--- src/rtl/spi_reg_ctrl_if.sv ---
// Bus bundle between the SPI byte shifter, the command sequencer and the register store.
// The sequencer connects through the slave modport; the shifter/store side uses master.
interface spi_reg_ctrl_if #(
  parameter int AW = 7
);
  logic          cs_n;
  logic          rx_valid;
  logic [7:0]    rx_data;
  logic          tx_load;
  logic [7:0]    tx_data;
  logic          mem_wr;
  logic          mem_rd;
  logic [AW-1:0] mem_addr;
  logic [7:0]    mem_wdata;
  logic [7:0]    mem_rdata;
  logic          busy;
  logic          addr_err;

  modport slave (
    input  cs_n, rx_valid, rx_data, mem_rdata,
    output tx_load, tx_data, mem_wr, mem_rd, mem_addr, mem_wdata, busy, addr_err
  );

  modport master (
    output cs_n, rx_valid, rx_data, mem_rdata,
    input  tx_load, tx_data, mem_wr, mem_rd, mem_addr, mem_wdata, busy, addr_err
  );
endinterface

--- src/rtl/spi_reg_ctrl.sv ---
// SPI slave command sequencer: parses framed bytes into single/burst register writes and reads.
// Define SPI_CTRL_AUTOINC_EN to advance the address (with wrap) after every write and read.
module spi_reg_ctrl #(
  parameter int DEPTH = 8,
  parameter int AW    = 7
) (
  input  logic           clk,
  input  logic           rst_n,
  spi_reg_ctrl_if.slave  bus
);

  localparam logic [AW-1:0] LAST = AW'(DEPTH - 1);

  typedef enum logic [2:0] {
    IDLE, CMD, WDATA, RD_REQ, RD_WAIT, RD_LOAD, RD_IDLE
  } state_t;

  state_t        state_q, state_d;
  logic [AW-1:0] addr_q, addr_d;
  logic [AW-1:0] addr_inc;
  logic          frame_err_q, frame_err_d;
  logic          addr_err_q, addr_err_d;
  logic          pending_q, pending_d;
  logic          busy_q, busy_d;
  logic          tx_load_q, tx_load_d;
  logic [7:0]    tx_data_q, tx_data_d;
  logic          mem_wr_q, mem_wr_d;
  logic          mem_rd_q, mem_rd_d;
  logic [AW-1:0] mem_addr_q, mem_addr_d;
  logic [7:0]    mem_wdata_q, mem_wdata_d;
  logic          cmd_in_range;

  assign cmd_in_range = (bus.rx_data[AW-1:0] <= LAST);

`ifdef SPI_CTRL_AUTOINC_EN
  assign addr_inc = (addr_q == LAST) ? '0 : addr_q + AW'(1);
`else
  assign addr_inc = addr_q;
`endif

  always_comb begin
    state_d     = state_q;
    addr_d      = addr_q;
    frame_err_d = frame_err_q;
    addr_err_d  = addr_err_q;
    pending_d   = pending_q;
    tx_load_d   = 1'b0;
    tx_data_d   = tx_data_q;
    mem_wr_d    = 1'b0;
    mem_rd_d    = 1'b0;
    mem_addr_d  = mem_addr_q;
    mem_wdata_d = mem_wdata_q;

    // Frame end wins over everything: any byte or read in flight is dropped.
    if (bus.cs_n) begin
      state_d   = IDLE;
      pending_d = 1'b0;
    end else begin
      unique case (state_q)
        IDLE: begin
          state_d   = CMD;
          pending_d = 1'b0;
        end
        CMD: begin
          if (bus.rx_valid) begin
            addr_d      = bus.rx_data[AW-1:0];
            frame_err_d = !cmd_in_range;
            if (!cmd_in_range) addr_err_d = 1'b1;
            if (bus.rx_data[7]) begin
              state_d = WDATA;
            end else begin
              state_d = RD_REQ;
              if (cmd_in_range) begin
                mem_rd_d   = 1'b1;
                mem_addr_d = bus.rx_data[AW-1:0];
              end
            end
          end
        end
        WDATA: begin
          if (bus.rx_valid && !frame_err_q) begin
            mem_wr_d    = 1'b1;
            mem_addr_d  = addr_q;
            mem_wdata_d = bus.rx_data;
            addr_d      = addr_inc;
          end
        end
        RD_REQ: begin
          state_d = RD_WAIT;
          if (bus.rx_valid) pending_d = 1'b1;
        end
        RD_WAIT: begin
          // Store data is valid now; out-of-range reads return zero.
          tx_data_d = frame_err_q ? 8'h00 : bus.mem_rdata;
          tx_load_d = 1'b1;
          state_d   = RD_LOAD;
          if (bus.rx_valid) pending_d = 1'b1;
        end
        RD_LOAD: begin
          addr_d  = addr_inc;
          state_d = RD_IDLE;
          if (bus.rx_valid) pending_d = 1'b1;
        end
        RD_IDLE: begin
          if (pending_q || bus.rx_valid) begin
            state_d   = RD_REQ;
            pending_d = pending_q && bus.rx_valid;
            if (!frame_err_q) begin
              mem_rd_d   = 1'b1;
              mem_addr_d = addr_q;
            end
          end
        end
        default: state_d = IDLE;
      endcase
    end

    busy_d = (state_d != IDLE);
  end

  always_ff @(posedge clk or negedge rst_n) begin
    if (!rst_n) begin
      state_q     <= IDLE;
      addr_q      <= '0;
      frame_err_q <= 1'b0;
      addr_err_q  <= 1'b0;
      pending_q   <= 1'b0;
      busy_q      <= 1'b0;
      tx_load_q   <= 1'b0;
      tx_data_q   <= 8'h00;
      mem_wr_q    <= 1'b0;
      mem_rd_q    <= 1'b0;
      mem_addr_q  <= '0;
      mem_wdata_q <= 8'h00;
    end else begin
      state_q     <= state_d;
      addr_q      <= addr_d;
      frame_err_q <= frame_err_d;
      addr_err_q  <= addr_err_d;
      pending_q   <= pending_d;
      busy_q      <= busy_d;
      tx_load_q   <= tx_load_d;
      tx_data_q   <= tx_data_d;
      mem_wr_q    <= mem_wr_d;
      mem_rd_q    <= mem_rd_d;
      mem_addr_q  <= mem_addr_d;
      mem_wdata_q <= mem_wdata_d;
    end
  end

  assign bus.tx_load   = tx_load_q;
  assign bus.tx_data   = tx_data_q;
  assign bus.mem_wr    = mem_wr_q;
  assign bus.mem_rd    = mem_rd_q;
  assign bus.mem_addr  = mem_addr_q;
  assign bus.mem_wdata = mem_wdata_q;
  assign bus.busy      = busy_q;
  assign bus.addr_err  = addr_err_q;

endmodule

--- src/flat_wrapper.sv ---
// flat-port wrapper written by rule: the top's interface ports become plain ports
module spi_reg_ctrl_flat 
#(
  parameter int DEPTH = 8,
  parameter int AW    = 7
)
  (clk, rst_n, bus_cs_n, bus_rx_valid, bus_rx_data, bus_mem_rdata, bus_tx_load, bus_tx_data, bus_mem_wr, bus_mem_rd, bus_mem_addr, bus_mem_wdata, bus_busy, bus_addr_err);
  spi_reg_ctrl_if #(.AW(AW)) bus_i ();
  input  logic clk;
  input  logic rst_n;
  input wire logic [$bits(bus_i.cs_n)-1:0] bus_cs_n;
  input wire logic [$bits(bus_i.rx_valid)-1:0] bus_rx_valid;
  input wire logic [$bits(bus_i.rx_data)-1:0] bus_rx_data;
  input wire logic [$bits(bus_i.mem_rdata)-1:0] bus_mem_rdata;
  output wire logic [$bits(bus_i.tx_load)-1:0] bus_tx_load;
  output wire logic [$bits(bus_i.tx_data)-1:0] bus_tx_data;
  output wire logic [$bits(bus_i.mem_wr)-1:0] bus_mem_wr;
  output wire logic [$bits(bus_i.mem_rd)-1:0] bus_mem_rd;
  output wire logic [$bits(bus_i.mem_addr)-1:0] bus_mem_addr;
  output wire logic [$bits(bus_i.mem_wdata)-1:0] bus_mem_wdata;
  output wire logic [$bits(bus_i.busy)-1:0] bus_busy;
  output wire logic [$bits(bus_i.addr_err)-1:0] bus_addr_err;
  assign bus_i.cs_n = bus_cs_n;
  assign bus_i.rx_valid = bus_rx_valid;
  assign bus_i.rx_data = bus_rx_data;
  assign bus_i.mem_rdata = bus_mem_rdata;
  assign bus_tx_load = bus_i.tx_load;
  assign bus_tx_data = bus_i.tx_data;
  assign bus_mem_wr = bus_i.mem_wr;
  assign bus_mem_rd = bus_i.mem_rd;
  assign bus_mem_addr = bus_i.mem_addr;
  assign bus_mem_wdata = bus_i.mem_wdata;
  assign bus_busy = bus_i.busy;
  assign bus_addr_err = bus_i.addr_err;
  spi_reg_ctrl #(.DEPTH(DEPTH), .AW(AW)) u_core (.clk(clk), .rst_n(rst_n), .bus(bus_i));
endmodule
--- config.mk ---
export PLATFORM = sky130hd
export DESIGN_NAME = spi_reg_ctrl_flat
export DESIGN_NICKNAME = d
export VERILOG_FILES = /design/src/rtl/spi_reg_ctrl_if.sv /design/src/rtl/spi_reg_ctrl.sv /design/src/flat_wrapper.sv
export SDC_FILE = /design/constraint.sdc
export NUM_CORES = 1
export LEC_CHECK = 0
export ABC_CLOCK_PERIOD_IN_PS = 1750
export CAP_MARGIN = 20
export CORE_UTILIZATION = 43
export DETAILED_ROUTE_END_ITERATION = 8
export GPL_ROUTABILITY_DRIVEN = 0
export PLACE_DENSITY = 0.8
export SKIP_CTS_REPAIR_TIMING = 1
export SLEW_MARGIN = 5
export SYNTH_ARGS = -nofsm -noshare
export SYNTH_HDL_FRONTEND = slang
export SYNTH_SLANG_ARGS = --single-unit
--- constraint.sdc ---
create_clock -name clk -period 1.75 [get_ports clk]
set_input_delay 0.2625 -clock clk [delete_from_list [all_inputs] [get_ports clk]]
set_output_delay 0.2625 -clock clk [all_outputs]
set_load 0.05 [all_outputs]
# Yosys cells after proc, flatten, opt, wreduce, memory -nomap -nowiden
# Cells that the tools add are included.
# totals
memories	0
ramBits	0
regBits	40
latchBits	0
input_bits	20
out_inout_bits	28
elab_cells	74
romBits	0
# op_classes
div	0
bitwise	2
n_eq_ne	14
mux	29
shifts	0
addsub	0
n_reduce_logical	16
n_lt_le_gt_ge	1
multipliers	0
# ops
op	count
7-bit two-way mux	6
3-bit one-hot mux with 7 select lines	1
7-bit one-hot mux with 3 select lines	1
1-bit two-way mux	15
3-bit equality test (second input constant)	3
3-bit two-way mux	3
3-bit AND reduction	3
8-bit two-way mux	1
8-bit AND reduction	1
7-bit by 3-bit less-or-equal comparator with 1-bit output (second input constant)	1
3-bit by 2-bit equality test with 1-bit output (second input constant)	2
2-bit by 1-bit != test with 1-bit output (second input constant)	3
2-bit != test (second input constant)	3
3-bit nonzero test	2
4-bit AND reduction	1
4-bit nonzero test	1
3-bit by 1-bit equality test with 1-bit output (second input constant)	1
3-bit logical NOT	1
3-bit by 1-bit != test with 1-bit output (second input constant)	1
3-bit by 2-bit != test with 1-bit output (second input constant)	1
1-bit one-hot mux with 3 select lines	1
3-bit OR reduction	1
1-bit logical AND	2
1-bit logical NOT	2
other kinds (4)	5

# Depth between registers and ports, before layout
# Gate-level depths: netlist (run 1).
# logic_depth
word_depth	6
depth_mapped	6
depth_no_buf	4

# Least setup slack after synthesis (run 1)
# OpenSTA, ideal clock, no wires.
# synth_timing
kind	register to register
from	reg u_core.state_q[0]
to	reg u_core.mem_addr_q[0] (netlist: u_core.bus.mem_addr[0])
path_slack_ns	0.129
required_time_ns	1.625
t_arrival_ns	1.496
path_stages_with_launch	7
path_cell_list	dfrtp_1 > buf_6 > nand2b_4 > buf_6 > o31ai_1 > nand3_4 > mux2_2
# synth_via
elab_chain_len	3
elab_cells_between_ends	12
classes_between	eq/ne: 9; mux: 1; reduce/logical: 2
# synth_lines
item	line	source
from (decl)	spi_reg_ctrl.sv:18	state_t state_q, state_d;
from (signal assigned)	spi_reg_ctrl.sv:136	state_q <= state_d;
3-bit equality test, or another cell as far along	spi_reg_ctrl.sv:59	unique case (state_q)
2-bit != test (no source line), or another cell as far along	--	
8-bit AND reduction (no source line)	--	
to (signal assigned)	spi_reg_ctrl.sv:146	mem_addr_q <= mem_addr_d;
to (decl)	spi_reg_ctrl.sv:29	logic [AW-1:0] mem_addr_q, mem_addr_d;
# Several ways; a longest one is shown, not always the timed one.
# A chain may end at the register's enable or synchronous reset.

# Worst setup path after layout (run 1)
# layout_timing
from	reg u_core.tx_data_q[3] (netlist: u_core.bus.tx_data[3])
to	out bus_tx_data[3]
# layout_rtl
item	line	source
from (decl)	spi_reg_ctrl.sv:26	logic [7:0] tx_data_q, tx_data_d;
from (signal assigned)	spi_reg_ctrl.sv:143	tx_data_q <= tx_data_d;
to (decl)	flat_wrapper.sv:16	output wire logic [$bits(bus_i.tx_data)-1:0] bus_tx_data;
# No word-level cell between the ends.

==> reports/results.tsv, run 1 <==
stage	metric	value	unit
place	post-DP HPWL	2622	um
finish	Post-layout nets	228	
floorplan	I/O pins	48	
setup_path	reg2reg path depth	5	
setup_path	CP Depth	1	
grt	All-Layer GR Usage	18.44	%
place	Port Buffers	47	
worst_hold_path	Hold Crit Depth	3	
pwr	sequential group share of total power	41.4	%
synth	Yosys cell types	26	
setup_path	CP endpoint kind	output pin	
grt	initial antenna violation count	0	
setup_path	CP peak stage delay	0.80	ns
synth	Seq cells post-synth	40	
pwr	sw power	1.147	mW
drt	total vias in the final route	1336	
setup_path	data required time of the worst path	1.49	ns
timing	final hold viol count	0	
pwr	Switching Fraction	37.73	%
grt	grt met3 use	5.000	%
pwr	Power, Total	3.039	mW
drt	DRC	0	
floorplan	Initial Utilization	46.38	%
clock_tree	# clock sinks	40	
pwr	leak pwr	1.196	nW
setup_path	crit path to	bus_tx_data[3]	
setup_path	FF-to-FF Start	u_core.state_q[0]	
setup_path	delay-heaviest family, CP	buffers and inverters	
floorplan	die height	66.01	um
setup_path	CP Class	reg -> out	
grt	GR Overflow Total	0	
setup_path	Bufs and invs on worst path	1	
clock_tree	worst skew pair latency	0.28	ns
pwr	Worst VDD drop	0.0008282	V
clock_tree	clock-pin slew on the worst setup and hold paths	0.07	ns
job	max cap viols	0	
clock_tree	Num CTS Buffers	5	
pwr	share of power burned in the clock network	20.0	%
floorplan	die width	66.01	um
timing	# setup viols final	0	
synth	Warnings, synthesis	0	
timing	max_slew headroom	66.30	%
timing	Final Cycle Share	97.19	%
floorplan	total core area	0.003799	sq mm
synth	Cells after Synth	143	
synth	register area share after synthesis	56.82	%
finish	share of layout cells above drive strength 1	37.32	%
floorplan	die area	0.004357	sq mm
timing	Worst-Margin Slew	0.5040	ns
timing	Final Skew	0.004868	ns
timing	hold slack	0.3615	ns
synth	Net Count, Synth	163	
finish	most common cell after layout, fill and taps aside	dfrtp_1	
grt	first-pass GRT wire length	6051	um
pwr	pwr/cell area	1219	mW/mm^2
grt	GR peak layer	met2	
synth	Avg Inst Size Synth	12.32	sq um
worst_hold_path	HP Class	in -> reg	
setup_path	Critical Path, Cell by Cell	clkdlybuf4s50_1	
grt	global routing usage on met1	22.61	%
setup_path	Crit-path slowest cell	clkdlybuf4s50_1	
setup_path	Max FO, Critical Path	2	
pwr	Internal	1.892	mW
drt	Routed Wire Length	3595	um
drt	post-detailed-route wirelength per cell	13.99	um
clock_tree	clk buf depth	2	
drt	1st-iter DRT viols	52	
setup_path	Worst R2R End	u_core.bus.mem_addr[2]	
floorplan	FP Rows	22	
synth	Post-Synthesis Cell Area	0.001762	sq mm
clock_tree	CTS H-Tree Depth	2	
timing	Final Max Slew Viols	0	
drt	vias per cell	5.198	
finish	Area Growth Syn to Fin	41.48	%
grt	pin count of the biggest net entering global routing	22	
clock_tree	CTS tree	built	
status	outcome	completed	
drt	First-pass DRT Iterations	4	
setup_path	Worst setup startpoint	u_core.bus.tx_data[3]	
setup_path	Crit path arrival time	1.44	ns
finish	commonest cells after routing, fill and taps aside	dfrtp_1 (38), buf_4 (30), mux2_2 (29)	
timing	fin crit period	1.701	ns
clock_tree	Root Driver	clkbuf_8	
timing	fmax	0.5880	GHz
setup_path	R2R setup slack	0.10	ns
finish	n_diodes	0	
setup_path	startpoint class of the critical path	flop	
grt	met2 GRT Util	30.99	%
pwr	Comb power frac	38.6	%
grt	vias in the first global route	1347	
drt	Final ANT Viol Nets	0	
timing	RSZ-0062 raised after global routing	no	
worst min-delay path, cell delays in order:
cell,delay [ns]
dlymetal6s2s_1,0.10
buf_4,0.12
mux2_2,0.13
worst min-delay path by stage:
stage / end / start
after global routing: u_core.bus.mem_wdata[4] / bus_rx_data[4]
after global placement: u_core.bus.busy / rst_n
after detailed placement: u_core.bus.tx_data[5] / rst_n
final: u_core.bus.mem_wdata[4] / bus_rx_data[4]
after floorplan: u_core.addr_inc[0] / rst_n
after CTS: u_core.bus.tx_data[2] / rst_n
cells by family (layout without fill, tap and decap cells):
kind of cell	Yosys count	count (layout)	share of synthesized area, %
DFF	40	40	56.82
and+or+nand+nor	39	39	12.50
muxes	30	30	19.18
AOI/OAI and AO/OA	23	23	8.168
buffers and inverters	11	77	3.338
cell type report:
class | count | area [sq um]
fill | 286 | 1306
sequential | 40 | 1003
multi-input combinational | 92 | 719.4
timing repair buffer | 66 | 605.6
clock buffer | 6 | 82.58
tap | 48 | 60.06
inverter | 3 | 11.26
clock inverter | 2 | 10.01
per-stage QoR:
step / worst slack (ns) / cells / setup TNS [ns] / util (%) / instance area (sq um)
6_report: 0.04919 / 257 / 0 / 65.61 / 2492
3_5_place_dp: -0.3013 / 248 / -2.188 / 61.99 / 2355
4_1_cts: 0.008028 / 256 / 0 / 64.43 / 2447
5_1_grt: 0.0007149 / 257 / 0 / 65.61 / 2492
2_1_floorplan: 0.1293 / 143 / 0 / - / 1762
3_3_place_gp: -0.2457 / 248 / -1.783 / 61.99 / 2355
state kept, by name, summed over array words and instances (netlist names):
name / cells
u_core.bus.mem_wdata: 8
u_core.bus.tx_data: 8
u_core.addr_inc: 7
u_core.bus.mem_addr: 7
u_core.state_q: 3
u_core.bus.addr_err: 1
u_core.bus.busy: 1
u_core.bus.mem_rd: 1
u_core.bus.mem_wr: 1
u_core.bus.tx_load: 1
u_core.frame_err_q: 1
u_core.pending_q: 1
cell usage after synthesis:
cell | number | area share (%)
nand2b_1 | 8 | 2.8
dfrtp_1 | 40 | 57
nand3_4 | 1 | 0.99
nor2b_1 | 2 | 0.71
buf_6 | 2 | 1.3
a221oi_1 | 2 | 0.99
a21o_1 | 1 | 0.43
or4_4 | 1 | 0.64
inv_1 | 3 | 0.64
nor2_2 | 1 | 0.36
o211ai_2 | 1 | 0.71
o311a_1 | 1 | 0.57
mux2_2 | 30 | 19
nor2_1 | 8 | 1.7
a31oi_1 | 3 | 1.1
o31ai_1 | 1 | 0.43
nor3_1 | 2 | 0.57
clkbuf_1 | 4 | 0.85
a21oi_1 | 3 | 0.85
buf_2 | 2 | 0.57
nand2_1 | 12 | 2.6
o21ai_0 | 11 | 3.1
nor3b_1 | 1 | 0.43
nand3_1 | 1 | 0.28
nand2b_4 | 1 | 0.78
nand4bb_1 | 1 | 0.64
power by group through the flow:
stage	clock (mW)	sequential [mW]	combinational, mW
6_report	0.607	1.26	1.17
5_1_grt	0.676	1.29	1.23
4_1_cts	0.635	1.26	1.17
3_5_place_dp	0	1.27	1.17
3_3_place_gp	0	1.26	1.15
2_1_floorplan	0	1.75	0.270
metal layers:
| metal | vias up | wire length (um) |
|---|---|---|
| met4 | 0 | 38 |
| li1 | 628 | - |
| met3 | 6 | 255 |
| met5 | - | 0 |
| met2 | 56 | 1730 |
| met1 | 646 | 1570 |
Note: power is estimated with default switching activity, not from simulation.
==> run 2, diff against run 1 <==
--- a/config.mk
+++ b/config.mk
@@ -7,6 +7,7 @@
 export LEC_CHECK = 0
 export ABC_CLOCK_PERIOD_IN_PS = 1750
 export CAP_MARGIN = 20
+export CORE_MARGIN = 4
 export CORE_UTILIZATION = 43
 export DETAILED_ROUTE_END_ITERATION = 8
 export GPL_ROUTABILITY_DRIVEN = 0
==> reports/results.tsv, run 2 (synthesis results as in run 1) <==
stage	metric	value	unit
pwr	Switching Fraction	35.87	%
clock_tree	CTS H-Tree Depth	2	
place	DP Worst Slack	-0.3477	ns
finish	commonest cells after routing, fill and taps aside	dfrtp_1 (39), buf_4 (38), mux2_2 (29)	
pwr	sw power	1.156	mW
finish	Area Growth Syn to Fin	42.05	%
timing	max_slew headroom	66.07	%
drt	vias per cell	5.097	
clock_tree	Root Driver	clkbuf_8	
grt	vias in the first global route	1371	
drt	DRC	0	
floorplan	die area	0.005185	sq mm
setup_path	Max FO, Critical Path	2	
floorplan	Initial Utilization	44.36	%
grt	pin count of the biggest net entering global routing	41	
pwr	sequential group share of total power	39.0	%
job	max cap viols	0	
timing	Final WS setup	0.06077	ns
finish	Post-layout nets	227	
floorplan	die width	72.01	um
pwr	Worst VDD drop	0.001035	V
clock_tree	# clock sinks	40	
timing	hold slack	0.02675	ns
setup_path	delay-heaviest family, CP	buffers and inverters	
finish	share of layout cells above drive strength 1	40.87	%
finish	Finished Layout Cells	258	
timing	Worst-Margin Slew	0.5082	ns
finish	register area	0.001002	sq mm
floorplan	total core area	0.003971	sq mm
grt	All-Layer GR Usage	15.15	%
finish	n_diodes	0	
setup_path	Bufs and invs on worst path	1	
setup_path	Critical Path, Cell by Cell	clkdlybuf4s50_1	
drt	Final ANT Viol Nets	0	
floorplan	die height	72.01	um
setup_path	CP peak stage delay	0.80	ns
clock_tree	clk buf depth	2	
setup_path	CP Class	reg -> out	
drt	Routed Wire Length	3729	um
pwr	Internal	2.067	mW
drt	post-detailed-route wirelength per cell	14.45	um
place	placed cell count	250	
place	Port Buffers	47	
clock_tree	worst skew pair latency	0.28	ns
finish	most common cell after layout, fill and taps aside	dfrtp_1	
timing	fmax	0.5920	GHz
pwr	Comb power frac	36.0	%
setup_path	data required time of the worst path	1.49	ns
drt	total vias in the final route	1315	
pwr	Power, Total	3.223	mW
timing	RSZ-0062 raised after global routing	no	
timing	final hold viol count	0	
grt	GR Overflow Total	0	
setup_path	Crit-path slowest cell	clkdlybuf4s50_1	
clock_tree	Num CTS Buffers	5	
timing	fin crit period	1.689	ns
timing	Final Skew	0.005486	ns
worst_hold_path	HP Class	in -> async	
setup_path	startpoint class of the critical path	flop	
pwr	pwr/cell area	1288	mW/mm^2
setup_path	Crit path arrival time	1.43	ns
timing	# setup viols final	0	
floorplan	FP Rows	23	
finish	multi-input gate area in the final layout	714.4	sq um
finish	Filler cells	308	
timing	Final Max Slew Viols	0	
place	post-DP HPWL	2690	um
drt	1st-iter DRT viols	42	
clock_tree	CTS tree	built	
grt	initial antenna violation count	0	
pwr	leak pwr	1.223	nW
setup_path	CP endpoint kind	output pin	
pwr	share of power burned in the clock network	25.1	%
grt	first-pass GRT wire length	6189	um
drt	First-pass DRT Iterations	4	
timing	Final Cycle Share	96.53	%
floorplan	I/O pins	48	
clock_tree	clock-pin slew on the worst setup and hold paths	0.08	ns
status	outcome	completed	
[run 2: metal layers]
metal	global-route usage, %	vias to the layer above	routed length [um]
met2	24.59	48	1745
met5	0	-	0
met4	4.175	0	29
met1	19.69	641	1687
li1	-	623	-
met3	4.709	3	268
[run 2: worst paths after layout]
kind	start	to	slack (ns)	cells after the start
worst max-delay path	u_core.bus.tx_data[1]	bus_tx_data[1]	0.06	1
worst min-delay path	rst_n	u_core.bus.tx_data[3]	0.03	2
worst max register to register	u_core.state_q[0]	u_core.bus.mem_addr[0]	0.12	5
worst min register to register	u_core.bus.tx_data[5]	u_core.bus.tx_data[5]	0.48	2
max in group asynchronous	rst_n	u_core.state_q[0]	1.36	2
min in group clk	bus_rx_data[5]	u_core.addr_inc[5]	0.31	2
[run 2: through the flow]
step	util [%]	instance area, sq um	TNS (ns)
global route	63.01	2502	0
CTS	62.29	2474	-0.2199
global placement	59.11	2347	-2.272
detailed placement	59.11	2347	-2.980
floorplan	-	1762	0
finish	63.01	2502	0
[run 2: area by class of cell]
class	instances	area share [%]
clock inverter	1	1.200
inverter	3	0.4500
clock buffer	7	3.850
multi-input combinational	92	28.55
timing repair buffer	65	23.40
sequential	40	40.05
tap	50	2.500
[run 2: power groups by stage]
stage	Clock, mW	Sequential [mW]	Combinational, mW
detailed placement	0	1.27	1.16
finish	0.809	1.26	1.16
CTS	0.828	1.26	1.16
global route	0.875	1.28	1.22
floorplan	0	1.75	0.270
global placement	0	1.26	1.14
==> patch 1: new RTL, settings of run 2 <==
Add a define of `SPI_CTRL_AUTOINC_EN`.
--- a/src/rtl/spi_reg_ctrl.sv
+++ b/src/rtl/spi_reg_ctrl.sv
@@ -1,4 +1,6 @@
 // SPI slave command sequencer: parses framed bytes into single/burst register writes and reads.
 // Define SPI_CTRL_AUTOINC_EN to advance the address (with wrap) after every write and read.
+`define SPI_CTRL_AUTOINC_EN
+
 module spi_reg_ctrl #(
   parameter int DEPTH = 8,
Function: changed (Yosys sat finds a counterexample within 10 cycles, from zero or initial values and one cycle with rst_n low).
==> patch 1 against run 2 <==
Cell area grew 12%; power grew 14%; via count grew 32%; die area grew 11%; sequential cell count is the same; area after synthesis grew 12%; worst setup slack lost 0.036 ns; worst hold slack lost 0.0046 ns; critical path depth grew 5; wire length grew 31%; combinational power grew 44%; clock skew grew 0.00082 ns; count of clock-buffer cells in the layout shrank 1; largest cell class unchanged; largest power group is now combinational cells.
==> patch 1: results (changes against run 2) <==
[setup_path]
worst_ep_arrival_time_ns = 1.91  ; +0.48 ns
critPathCaptureType = flip-flop
slowest_stage = dfrtp_2
reg2reg_slack_ns = 0.02  ; -0.10 ns
cp_top_family = flip-flops
r2r_start = u_core.state_q[1]
worst_path_largest_cell_delay_ns = 0.44  ; -0.36 ns

[routing]
dr_wl_met2_um = 2340  ; +34%
met3_length_um = 250  ; -6.7%
wl_met1_um = 2250  ; +33%
wire_per_inst_um = 14.9  ; +3.2%
routed_via_density = 5.28  ; +3.5%

[cells_and_area]
drive_gt1_frac = 0.344  ; -0.0645

[status]
status = finished, final reports clean

[synth]
synth.top_cells.by_count = dfrtp_1, nand2_1, o21ai_0
ys_types = 43  ; +65%
postSynthAreaPerCell_sq_um = 9.96  ; -19%
synthesis.nets = 220  ; +35%

[global_routing]
use_met1 = 0.279  ; +0.0826
track_usage = 0.184  ; +0.0327
grt_pass1_vias = 1597  ; +16%
grt_pass1_wl_um = 7980  ; +29%
top_usage_layer = met1

[sta]
clock-skew-final_ns = 0.00630  ; +0.000815 ns

[placement]
pre_cts_ws_ns = -0.438  ; -0.0907 ns

[power_and_ir_drop]
ir_drop_v = 0.000697  ; -33%

patch 1: power by group:
group          internal [uW]  total, uW  switching (uW)
sequential              1180       1370             192
clock                    314        633             318
combinational            615       1670            1050
patch 1: final cells by class:
class	instances	area, sq um	share of cell area
Multi-Input combinational cell	138	920	0.328
Clock inverter	2	10.0	0.00357
Tap cell	52	65.1	0.0232
Clock buffer	6	82.6	0.0295
Timing Repair Buffer	81	684	0.244
Inverter	9	33.8	0.0121
Sequential cell	40	1000	0.359
patch 1: worst min path at each step:
stage                       endpoint  slack [ns]  cells after the start
5_1_grt        u_core.bus.tx_data[5]        0.06                      2
2_1_floorplan       u_core.addr_q[0]       -0.03                      0
4_1_cts        u_core.bus.tx_data[2]        0.03                      2
3_5_place_dp   u_core.bus.tx_data[7]        0.35                      2
3_3_place_gp   u_core.bus.tx_data[4]        0.35                      2
6_report       u_core.bus.tx_data[2]        0.02                      2
==> patch 2: new RTL, settings of run 2 <==
Without the edit above. The 7 states of `state_t` get a one-hot encoding in 7 bits.
--- a/src/rtl/spi_reg_ctrl.sv
+++ b/src/rtl/spi_reg_ctrl.sv
@@ -12,6 +12,6 @@
   localparam logic [AW-1:0] LAST = AW'(DEPTH - 1);
 
-  typedef enum logic [2:0] {
-    IDLE, CMD, WDATA, RD_REQ, RD_WAIT, RD_LOAD, RD_IDLE
+  typedef enum logic [6:0] {
+    IDLE = 7'b0000001, CMD = 7'b0000010, WDATA = 7'b0000100, RD_REQ = 7'b0001000, RD_WAIT = 7'b0010000, RD_LOAD = 7'b0100000, RD_IDLE = 7'b1000000
   } state_t;
 
Check against the original RTL: same outputs for any inputs over 10 cycles, from zero or initial values and one cycle with rst_n low; not proved beyond that.
==> patch 2 against run 2 <==
The run now ends with setup timing left; critical path type is now reg -> reg; worst setup slack got worse by 0.60 ns; cell area rose by 27%; area after synthesis rose by 16%; power fell by 5.4%; count of clock-buffer cells in the layout fell by 1; sequential cell count rose by 4; wire length rose by 51%.
==> patch 2: results (changes against run 2) <==
[placement]
dpl.cell_count = 288  ; +15%
pre_cts_ws_ns = -0.846  ; -0.498 ns
place_area_sq_um = 2810  ; +20%
dp_hpwl_um = 3570  ; +33%
place.port_buffers = 47  ; unchanged

[sta]
finalSetupTns_ns = -11.63  ; -11.63 ns
clock-skew-final_ns = 0.00359  ; -0.00190 ns
setup_ws_ns = -0.537  ; -0.598 ns
setup_viol = 36  ; +36
worst_slew_pin_slew_ns = 0.559  ; +0.0506 ns

[power_and_ir_drop]
ir_drop_v = 0.000830  ; -20%
leakagePower_uw = 0.00150  ; +23%

[global_routing]
track_usage = 0.178  ; +0.0267
grt_pass1_vias = 1661  ; +21%
grt_pass1_wl_um = 8330  ; +35%
grt_max_degree = 45  ; +9.8%

[setup_path]
worst_ep_arrival_time_ns = 2.47  ; +1.04 ns
cp_top_family = compound AO/OA/AOI/OAI gates
worst-path-max-fanout = 7  ; +5
slowest_stage = or4b_4
worst_path_largest_cell_delay_ns = 0.49  ; -0.31 ns

[synth]
synth.top_cells.by_count = dfrtp_1, mux2_2, clkbuf_1
yosys-mux-area-fraction = 0.203  ; +0.0115
synth_compound_area_frac = 0.0745  ; -0.00720
synthXorXnorAreaFrac = 0.00855  ; +0.00855
synthCells = 166  ; +16%
ys_types = 36  ; +38%
synth-seq-area-share = 0.538  ; -0.0303
synth_area_leaders = dfrtp_1, mux2_2, mux2_1, nor2b_1, or4_1
synthesis.nets = 186  ; +14%

[routing]
drt_iter0_markers = 174  ; +310%
wire_per_inst_um = 18.3  ; +27%
dr.pass1.iters = 4  ; unchanged
routed_via_density = 5.54  ; +8.6%

[status]
status = finished, violations left
violations = setup timing

[cells_and_area]
stdcell_count = 307  ; +19%
fill_cells = 310  ; +0.65%
final_nets = 275  ; +21%
drive_gt1_frac = 0.541  ; +0.133

[clocking]
clockBufferDepth = 2  ; unchanged

patch 2: cell types whose count changed in the layout (fill, tap and decap cells not counted), moves of 10 or more:
cell	change
mux2_4	+23
mux2_2	-16
nand2_1	-10
buf_4	+17
buf_6	+13
patch 2: path summary, 6_finish.rpt:
| check | startpoint | end | slack [ns] | cells after the start |
|---|---|---|---|---|
| max | u_core.state_q[4] | u_core.bus.mem_addr[1] | -0.54 | 6 |
| min | rst_n | u_core.bus.mem_wdata[5] | 0.04 | 2 |
| max reg2reg | u_core.state_q[4] | u_core.bus.mem_addr[1] | -0.54 | 6 |
| min reg2reg | u_core.bus.addr_err | u_core.bus.addr_err | 0.49 | 1 |
| max in group asynchronous | rst_n | u_core.state_q[0] | 1.33 | 2 |
| min in group clk | u_core.bus.addr_err | u_core.bus.addr_err | 0.49 | 1 |
patch 2: cell type report:
type                    count  area [sq um]  share of cell area
clock buffers               6          72.6              0.0228
clock inverters             1          5.00             0.00157
inverters                   4          15.0             0.00472
multi-input cells         107          1070               0.338
flip-flops and latches     44          1100               0.347
well taps                  52          65.1              0.0205
repair buffers             93           845               0.266
patch 2: kinds of logic after synthesis:
logic type / after synthesis
AOI/OAI and AO/OA: 22
and+or+nand+nor: 46
buffers and inverters: 15
DFF: 44
xor gates and xnor gates: 2
muxes: 37
patch 2: report_power, final:
group	leakage, uW	internal (uW)	total, uW	switching (uW)
clock	0.0000410	272	594	323
sequential	0.000580	1210	1330	120
combinational	0.000879	501	1130	627
total	0.00150	1980	3050	1070
patch 2: layer usage:
layer	routed length, um	global-route usage	vias up
li1	-	-	782
met1	2400	0.236	834
met2	2720	0.282	73
met3	390	0.0480	11
met4	119	0.0623	0
met5	0	0	-
